==> config.mk <==
export PLATFORM = sky130hd
export DESIGN_NAME = prg_load_ctrl
export DESIGN_NICKNAME = d
export VERILOG_FILES = /design/src/rtl/prg_load_ctrl.sv
export SDC_FILE = /design/constraint.sdc
export NUM_CORES = 1
export LEC_CHECK = 0
export ABC_AREA = 1
export BUFFER_PORTS_ARGS = -buffer_cell sky130_fd_sc_hd__buf_2
export CORE_MARGIN = 4
export CORE_UTILIZATION = 50
export DETAILED_ROUTE_END_ITERATION = 16
export MAX_ROUTING_LAYER = met4
export PLACE_DENSITY = 0.72
export RECOVER_POWER = 50
export SLEW_MARGIN = 10
export SYNTH_ARGS = -nofsm -noshare
export SYNTH_HDL_FRONTEND = slang
export SYNTH_SLANG_ARGS = --single-unit
==> constraint.sdc <==
create_clock -name clk_sys -period 2.9 [get_ports clk_sys]
set_input_delay 0.58 -clock clk_sys [delete_from_list [all_inputs] [get_ports clk_sys]]
set_output_delay 0.58 -clock clk_sys [all_outputs]
set_load 0.1 [all_outputs]
==> src/rtl/prg_load_ctrl.sv <==
// rtl/prg_load_ctrl.sv - PRG/cart download to SDRAM write sequencer
// Buffers payload bytes, then writes the BASIC end-pointer block and optionally pulses reset.
module prg_load_ctrl #(
  parameter int unsigned FIFO_DEPTH = 4,
  parameter logic [15:0] CART_ADDR  = 16'hA000,
  parameter int unsigned RST_CYCLES = 16
) (
  input  logic        clk_sys,
  input  logic        reset,
  input  logic        dl_active,
  input  logic [7:0]  dl_index,
  input  logic        dl_wr,
  input  logic [15:0] dl_addr,
  input  logic [7:0]  dl_data,
  input  logic        hdr_mode,
  output logic        mem_req,
  output logic [15:0] mem_addr,
  output logic [7:0]  mem_data,
  input  logic        mem_ack,
  output logic        busy,
  output logic        force_reset,
  output logic        overflow
);
  localparam int unsigned AW  = (FIFO_DEPTH > 1) ? $clog2(FIFO_DEPTH) : 1;
  localparam int unsigned CW  = $clog2(FIFO_DEPTH + 1);
  localparam int unsigned RCW = (RST_CYCLES > 1) ? $clog2(RST_CYCLES) : 1;

  typedef enum logic [2:0] {IDLE, LOAD, DRAIN, INJECT, RSTP} state_t;
  state_t state_q, state_d;

  logic [15:0]    fifo_addr_q [FIFO_DEPTH];
  logic [7:0]     fifo_data_q [FIFO_DEPTH];
  logic [AW-1:0]  wr_ptr_q, wr_ptr_d, rd_ptr_q, rd_ptr_d;
  logic [CW-1:0]  count_q, count_d;
  logic [15:0]    pointer_q, pointer_d;
  logic           hdr_valid_q, hdr_valid_d, hdr_parse_q, hdr_parse_d;
  logic           auto_reset_q, auto_reset_d, overflow_q, overflow_d;
  logic           armed_q, armed_d;
  logic [2:0]     inj_idx_q, inj_idx_d;
  logic [RCW-1:0] rst_cnt_q, rst_cnt_d;
  logic           fifo_empty, fifo_full, payload, push, pop, hdr_byte;
  logic [15:0]    inj_addr;

  always_comb begin
    fifo_empty = (count_q == '0);
    fifo_full  = (count_q == CW'(FIFO_DEPTH));
    hdr_byte   = hdr_parse_q && (dl_addr == 16'd0 || dl_addr == 16'd1);
    payload    = (state_q == LOAD) && dl_wr && !hdr_byte;
    pop        = mem_ack && !fifo_empty && (state_q == LOAD || state_q == DRAIN);
    push       = payload && (!fifo_full || pop);
  end

  always_ff @(posedge clk_sys or posedge reset) begin
    if (reset) begin
      state_q      <= IDLE;
      wr_ptr_q     <= '0;
      rd_ptr_q     <= '0;
      count_q      <= '0;
      pointer_q    <= '0;
      hdr_valid_q  <= 1'b0;
      hdr_parse_q  <= 1'b0;
      auto_reset_q <= 1'b0;
      overflow_q   <= 1'b0;
      armed_q      <= 1'b0;
      inj_idx_q    <= '0;
      rst_cnt_q    <= '0;
    end else begin
      state_q      <= state_d;
      wr_ptr_q     <= wr_ptr_d;
      rd_ptr_q     <= rd_ptr_d;
      count_q      <= count_d;
      pointer_q    <= pointer_d;
      hdr_valid_q  <= hdr_valid_d;
      hdr_parse_q  <= hdr_parse_d;
      auto_reset_q <= auto_reset_d;
      overflow_q   <= overflow_d;
      armed_q      <= armed_d;
      inj_idx_q    <= inj_idx_d;
      rst_cnt_q    <= rst_cnt_d;
    end
  end

  always_ff @(posedge clk_sys) begin
    if (push) begin
      fifo_addr_q[wr_ptr_q] <= pointer_q;
      fifo_data_q[wr_ptr_q] <= dl_data;
    end
  end

  // A download only starts once dl_active has been seen low since reset.
  always_comb begin
    state_d      = state_q;
    pointer_d    = pointer_q;
    hdr_valid_d  = hdr_valid_q;
    hdr_parse_d  = hdr_parse_q;
    auto_reset_d = auto_reset_q;
    overflow_d   = overflow_q;
    inj_idx_d    = inj_idx_q;
    rst_cnt_d    = rst_cnt_q;
    armed_d      = armed_q | ~dl_active;
    wr_ptr_d     = push ? wr_ptr_q + AW'(1) : wr_ptr_q;
    rd_ptr_d     = pop ? rd_ptr_q + AW'(1) : rd_ptr_q;
    count_d      = count_q + CW'(push) - CW'(pop);

    if (dl_wr && state_q != LOAD) overflow_d = 1'b1;
    if (payload && !push) overflow_d = 1'b1;
    if (push && pointer_q == CART_ADDR) auto_reset_d = 1'b1;
    if (payload) pointer_d = pointer_q + 16'd1;
    if (state_q == LOAD && dl_wr && hdr_parse_q && dl_addr == 16'd0) pointer_d[7:0] = dl_data;
    if (state_q == LOAD && dl_wr && hdr_parse_q && dl_addr == 16'd1) begin
      pointer_d[15:8] = dl_data;
      hdr_valid_d     = 1'b1;
    end

    case (state_q)
      IDLE: if (dl_active && armed_q && dl_index != 8'd0) begin
        state_d      = LOAD;
        hdr_parse_d  = hdr_mode || (dl_index[4:0] == 5'd1);
        pointer_d    = hdr_parse_d ? 16'd0 : CART_ADDR;
        hdr_valid_d  = !hdr_parse_d;
        auto_reset_d = 1'b0;
        overflow_d   = dl_wr;
      end
      LOAD: if (!dl_active) state_d = DRAIN;
      DRAIN: begin
        inj_idx_d = '0;
        if (fifo_empty) state_d = hdr_valid_q ? INJECT : IDLE;
      end
      INJECT: if (mem_ack) begin
        inj_idx_d = inj_idx_q + 3'd1;
        rst_cnt_d = '0;
        if (inj_idx_q == 3'd7) state_d = auto_reset_q ? RSTP : IDLE;
      end
      RSTP: begin
        rst_cnt_d = rst_cnt_q + RCW'(1);
        if (rst_cnt_q == RCW'(RST_CYCLES - 1)) begin
          state_d      = IDLE;
          auto_reset_d = 1'b0;
        end
      end
      default: state_d = IDLE;
    endcase
  end

  always_comb begin
    case (inj_idx_q)
      3'd0:    inj_addr = 16'h002D;
      3'd1:    inj_addr = 16'h002E;
      3'd2:    inj_addr = 16'h002F;
      3'd3:    inj_addr = 16'h0030;
      3'd4:    inj_addr = 16'h0031;
      3'd5:    inj_addr = 16'h0032;
      3'd6:    inj_addr = 16'h00AE;
      default: inj_addr = 16'h00AF;
    endcase
  end

  always_comb begin
    mem_req     = 1'b0;
    mem_addr    = 16'd0;
    mem_data    = 8'd0;
    busy        = (state_q != IDLE);
    force_reset = (state_q == RSTP);
    overflow    = overflow_q;
    case (state_q)
      LOAD, DRAIN: if (!fifo_empty) begin
        mem_req  = 1'b1;
        mem_addr = fifo_addr_q[rd_ptr_q];
        mem_data = fifo_data_q[rd_ptr_q];
      end
      INJECT: begin
        mem_req  = 1'b1;
        mem_addr = inj_addr;
        mem_data = inj_idx_q[0] ? pointer_q[15:8] : pointer_q[7:0];
      end
      default: ;
    endcase
  end
endmodule

==> results.json <==
{
  "syn_inst": 700,
  "cts_buffers": 17,
  "synth-seq-cells": 134,
  "vias_per_cell": 5.38,
  "die_h_um": 124,
  "grt_pass1_vias": 4980,
  "cts_max_level": 4,
  "wire_per_inst_um": 16.7,
  "final.min_clock_period_ns": 2.78,
  "drive_gt1_share_pct": 20.2,
  "place_hpwl_mm": 11.3,
  "firstDrtPassIters": 5,
  "min_path_type": "primary input to flop",
  "post-synth-top-area-cell": "edfxtp_1",
  "slowest_stage": "dfrtp_1",
  "crit_chain": "inv_1 -> nand3_1 -> a21oi_4 -> inv_2 -> buf_6 -> o22ai_1 -> buf_6",
  "cts_buffer_depth": 2,
  "grt_usage_pct": 23.1,
  "tightest_slew_ns": 1.99,
  "root_buffer": "clkbuf_16",
  "path_clk_slew_ns": 0.05,
  "worstSetupStartpointType": "flop",
  "r2r-start": "state_q[0]$_DFFE_PP0P_",
  "grt_max_degree": 39,
  "r2r_end": "count_q[2]$_DFF_PP0_",
  "cpPeakStageDelay_ns": 0.43,
  "synth.top_cells.by_area": "edfxtp_1 (43%), dfrtp_1 (14%), nand2_1 (6.9%), nor2_1 (5.2%), o21ai_0 (5.1%)",
  "gr-total-overflow": 0,
  "synth_top_area_share_pct": 43.2,
  "crit_family": "buffers and inverters",
  "yosysMostFrequentCell": "nand2_1",
  "startpoint": "state_q[0]$_DFFE_PP0P_",
  "p_leak_nw": 3.44,
  "grt_setup_unrepaired": "false",
  "yosys_warnings": 0,
  "relSlewSlack_pct": -32.7,
  "antenna_cells": 0,
  "antenna_found_initial": 0,
  "final_area_um2": 8020,
  "die_w_um": 124,
  "crit_fanout": 16,
  "drc": 0,
  "status": "finished, violations left",
  "vdd_drop_max_mv": 0.858,
  "postRouteAntennaNets": 0,
  "critical_path_cell_count": 7,
  "max_freq_mhz": 359,
  "worst_ep_arrival_time_ns": 2.20,
  "synthArstFlopShare_pct": 28.4,
  "synth-seq-area-share_pct": 57.4,
  "path_buf_inv": 4,
  "finalSetupViolations": 0,
  "synthesis.nets": 753,
  "drv_cap": 1,
  "end_kind": "primary output",
  "clock-sinks": 134,
  "power.total_mw": 9.94,
  "maxSlewViolCount": 39,
  "insertion_delay_ns": 0.41,
  "port_buffers": 65,
  "wirelength_mm": 16.2,
  "num_vias": 5193,
  "ff2ff_path_depth": 11,
  "min_period_over_period_pct": 96.0,
  "avgSynthCellArea_um2": 9.54,
  "fin_nets": 833,
  "grt_first_pass_wirelength_mm": 25.6,
  "area_delta_synth_final_pct": 20.1,
  "required_ns": 2.32,
  "pwr_density_cell_nw_per_um2": 1240,
  "layoutNonFillerInstCount": 965,
  "placedCellCount": 932,
  "violations": "max-capacitance violations, max-slew violations",
  "synth_edf_count": 96,
  "drt-initial-drc-count": 448,
  "rows": 41,
  "timing.reg2reg.setup_slack_ns": 0.26,
  "core-area_um2": 12800,
  "path_class": "flop to primary output",
  "final.setup.tns_ns": 0,
  "syn_area_um2": 6680,
  "yosys-top-cells-count": "nand2_1 (122), edfxtp_1 (96), nor2_1 (92)",
  "holdWs_ns": 0.500,
  "ys_types": 44,
  "ys.flop_type": "edfxtp_1",
  "crit_top_cell": "buf_6",
  "die_area_um2": 15300,
  "globalplace.congestion": 0.938,
  "cts_tree": "yes",
  "top_level_ports": 66,
  "skew_ns": 0.00375,
  "endpoint": "mem_data[5]",
  "dpl_cell_area_um2": 7350,
  "hold_viol": 0,
  "start_util_pct": 52.1
}
-- metrics by stage --
stage	setup WS (ns)	util, %
after global routing	0.00699	62.5
after CTS	0.0128	62.5
after floorplan	-0.300	-
final	0.115	62.5
after detailed placement	0.222	57.3
after global placement	0.273	57.3
-- power breakdown --
group	internal (mW)	total, mW	switching (mW)
logic	1.31	5.32	4.00
registers	2.34	2.55	0.206
clock network	1.34	2.08	0.734
total	5.00	9.94	4.94
-- cell families (layout without fill, tap and decap cells) --
logic type | Yosys count | after routing | synth area share, %
flip-flops | 134 | 134 | 57.4
AND/OR/NAND/NOR | 292 | 292 | 19.7
adder cells (fa/ha/maj) | 15 | 15 | 2.92
AO/OA/AOI/OAI | 130 | 130 | 11.0
XOR/XNOR | 13 | 13 | 1.70
buffers and inverters | 116 | 209 | 7.29
-- layout make-up --
cell class                      instances  area (um2)
Clock buffer                           25         528
Clock inverter                          7        63.8
Fill cell                            1074        4810
Inverter                               91         347
Multi-Input combinational cell        450        2460
Sequential cell                       134        3830
Tap cell                              172         215
Timing Repair Buffer                   86         576
-- cell usage in the layout (no fill, tap or decap), types with 5 or more instances in the layout --
master | netlist | routed
o21ai_0 | 68 | 63
nor2_1 | 92 | 89
buf_4 | 1 | 29
nor3_1 | 8 | 7
clkbuf_1 | 11 | 12
inv_1 | 85 | 84
xor2_1 | 11 | 11
a21oi_2 | 1 | 9
edfxtp_1 | 96 | 96
nor2_2 | 4 | 7
buf_2 | 9 | 35
nand2_1 | 122 | 122
a32o_1 | 11 | 11
o22ai_1 | 12 | 6
clkbuf_16 | 0 | 19
clkinv_2 | 0 | 5
nand3_1 | 35 | 36
nand2_2 | 10 | 10
ha_1 | 14 | 14
o21ai_1 | 6 | 8
dfrtp_1 | 38 | 38
buf_6 | 2 | 7
o22ai_2 | 0 | 6
a21oi_1 | 28 | 19
-- state kept, by name, summed over array words and instances, names as in the netlist --
register	count
fifo_addr_q	64
fifo_data_q	32
pointer_q	16
rst_cnt_q	4
count_q	3
inj_idx_q	3
state_q	3
rd_ptr_q	2
wr_ptr_q	2
armed_q	1
auto_reset_q	1
hdr_parse_q	1
hdr_valid_q	1
overflow	1
-- metal layers --
layer  part of all wire, %  GRT usage, %  vias up
met5                     0             -        -
met4                   2.6          9.07        0
met3                   6.2          4.77       26
met2                    48          36.4      168
met1                    43          29.5     2491
li1                      -             -     2508
-- worst min path at each step --
stage | cells past startpoint | startpoint | endpoint | slack, ns
floorplan | 2 | hdr_valid_q$_DFF_PP0_ | hdr_valid_q$_DFF_PP0_ | 0.45
global placement | 1 | rst_cnt_q[0]$_DFFE_PP0P_ | rst_cnt_q[0]$_DFFE_PP0P_ | 0.48
detailed placement | 1 | rst_cnt_q[0]$_DFFE_PP0P_ | rst_cnt_q[0]$_DFFE_PP0P_ | 0.50
CTS | 3 | reset | inj_idx_q[1]$_DFFE_PP0P_ | 0.28
global route | 1 | dl_data[3] | fifo_data_q[3][3]$_DFFE_PP_ | 0.49
finish | 1 | dl_data[3] | fifo_data_q[2][3]$_DFFE_PP_ | 0.50
-- timing repair --
action                     CTS  global route
buffers inserted             0             1
cloned                       0             0
setup endpoints to repair   17            21
pin swaps                    0             1
hold buffers                 0             0
gates resized for setup     24             8
-- worst reg2reg max path, stage by stage, from the launching register on --
cell and delay [ns]:
dfrtp_1 0.43, inv_1 0.12, nand3_1 0.19, a21oi_4 0.26, nand2_1 0.13, nand3_1 0.20
nand2_4 0.13, ha_1 0.29, inv_1 0.04, ha_1 0.18, fa_1 0.38, xor2_1 0.16
Note: power is estimated with default switching activity, not from simulation.
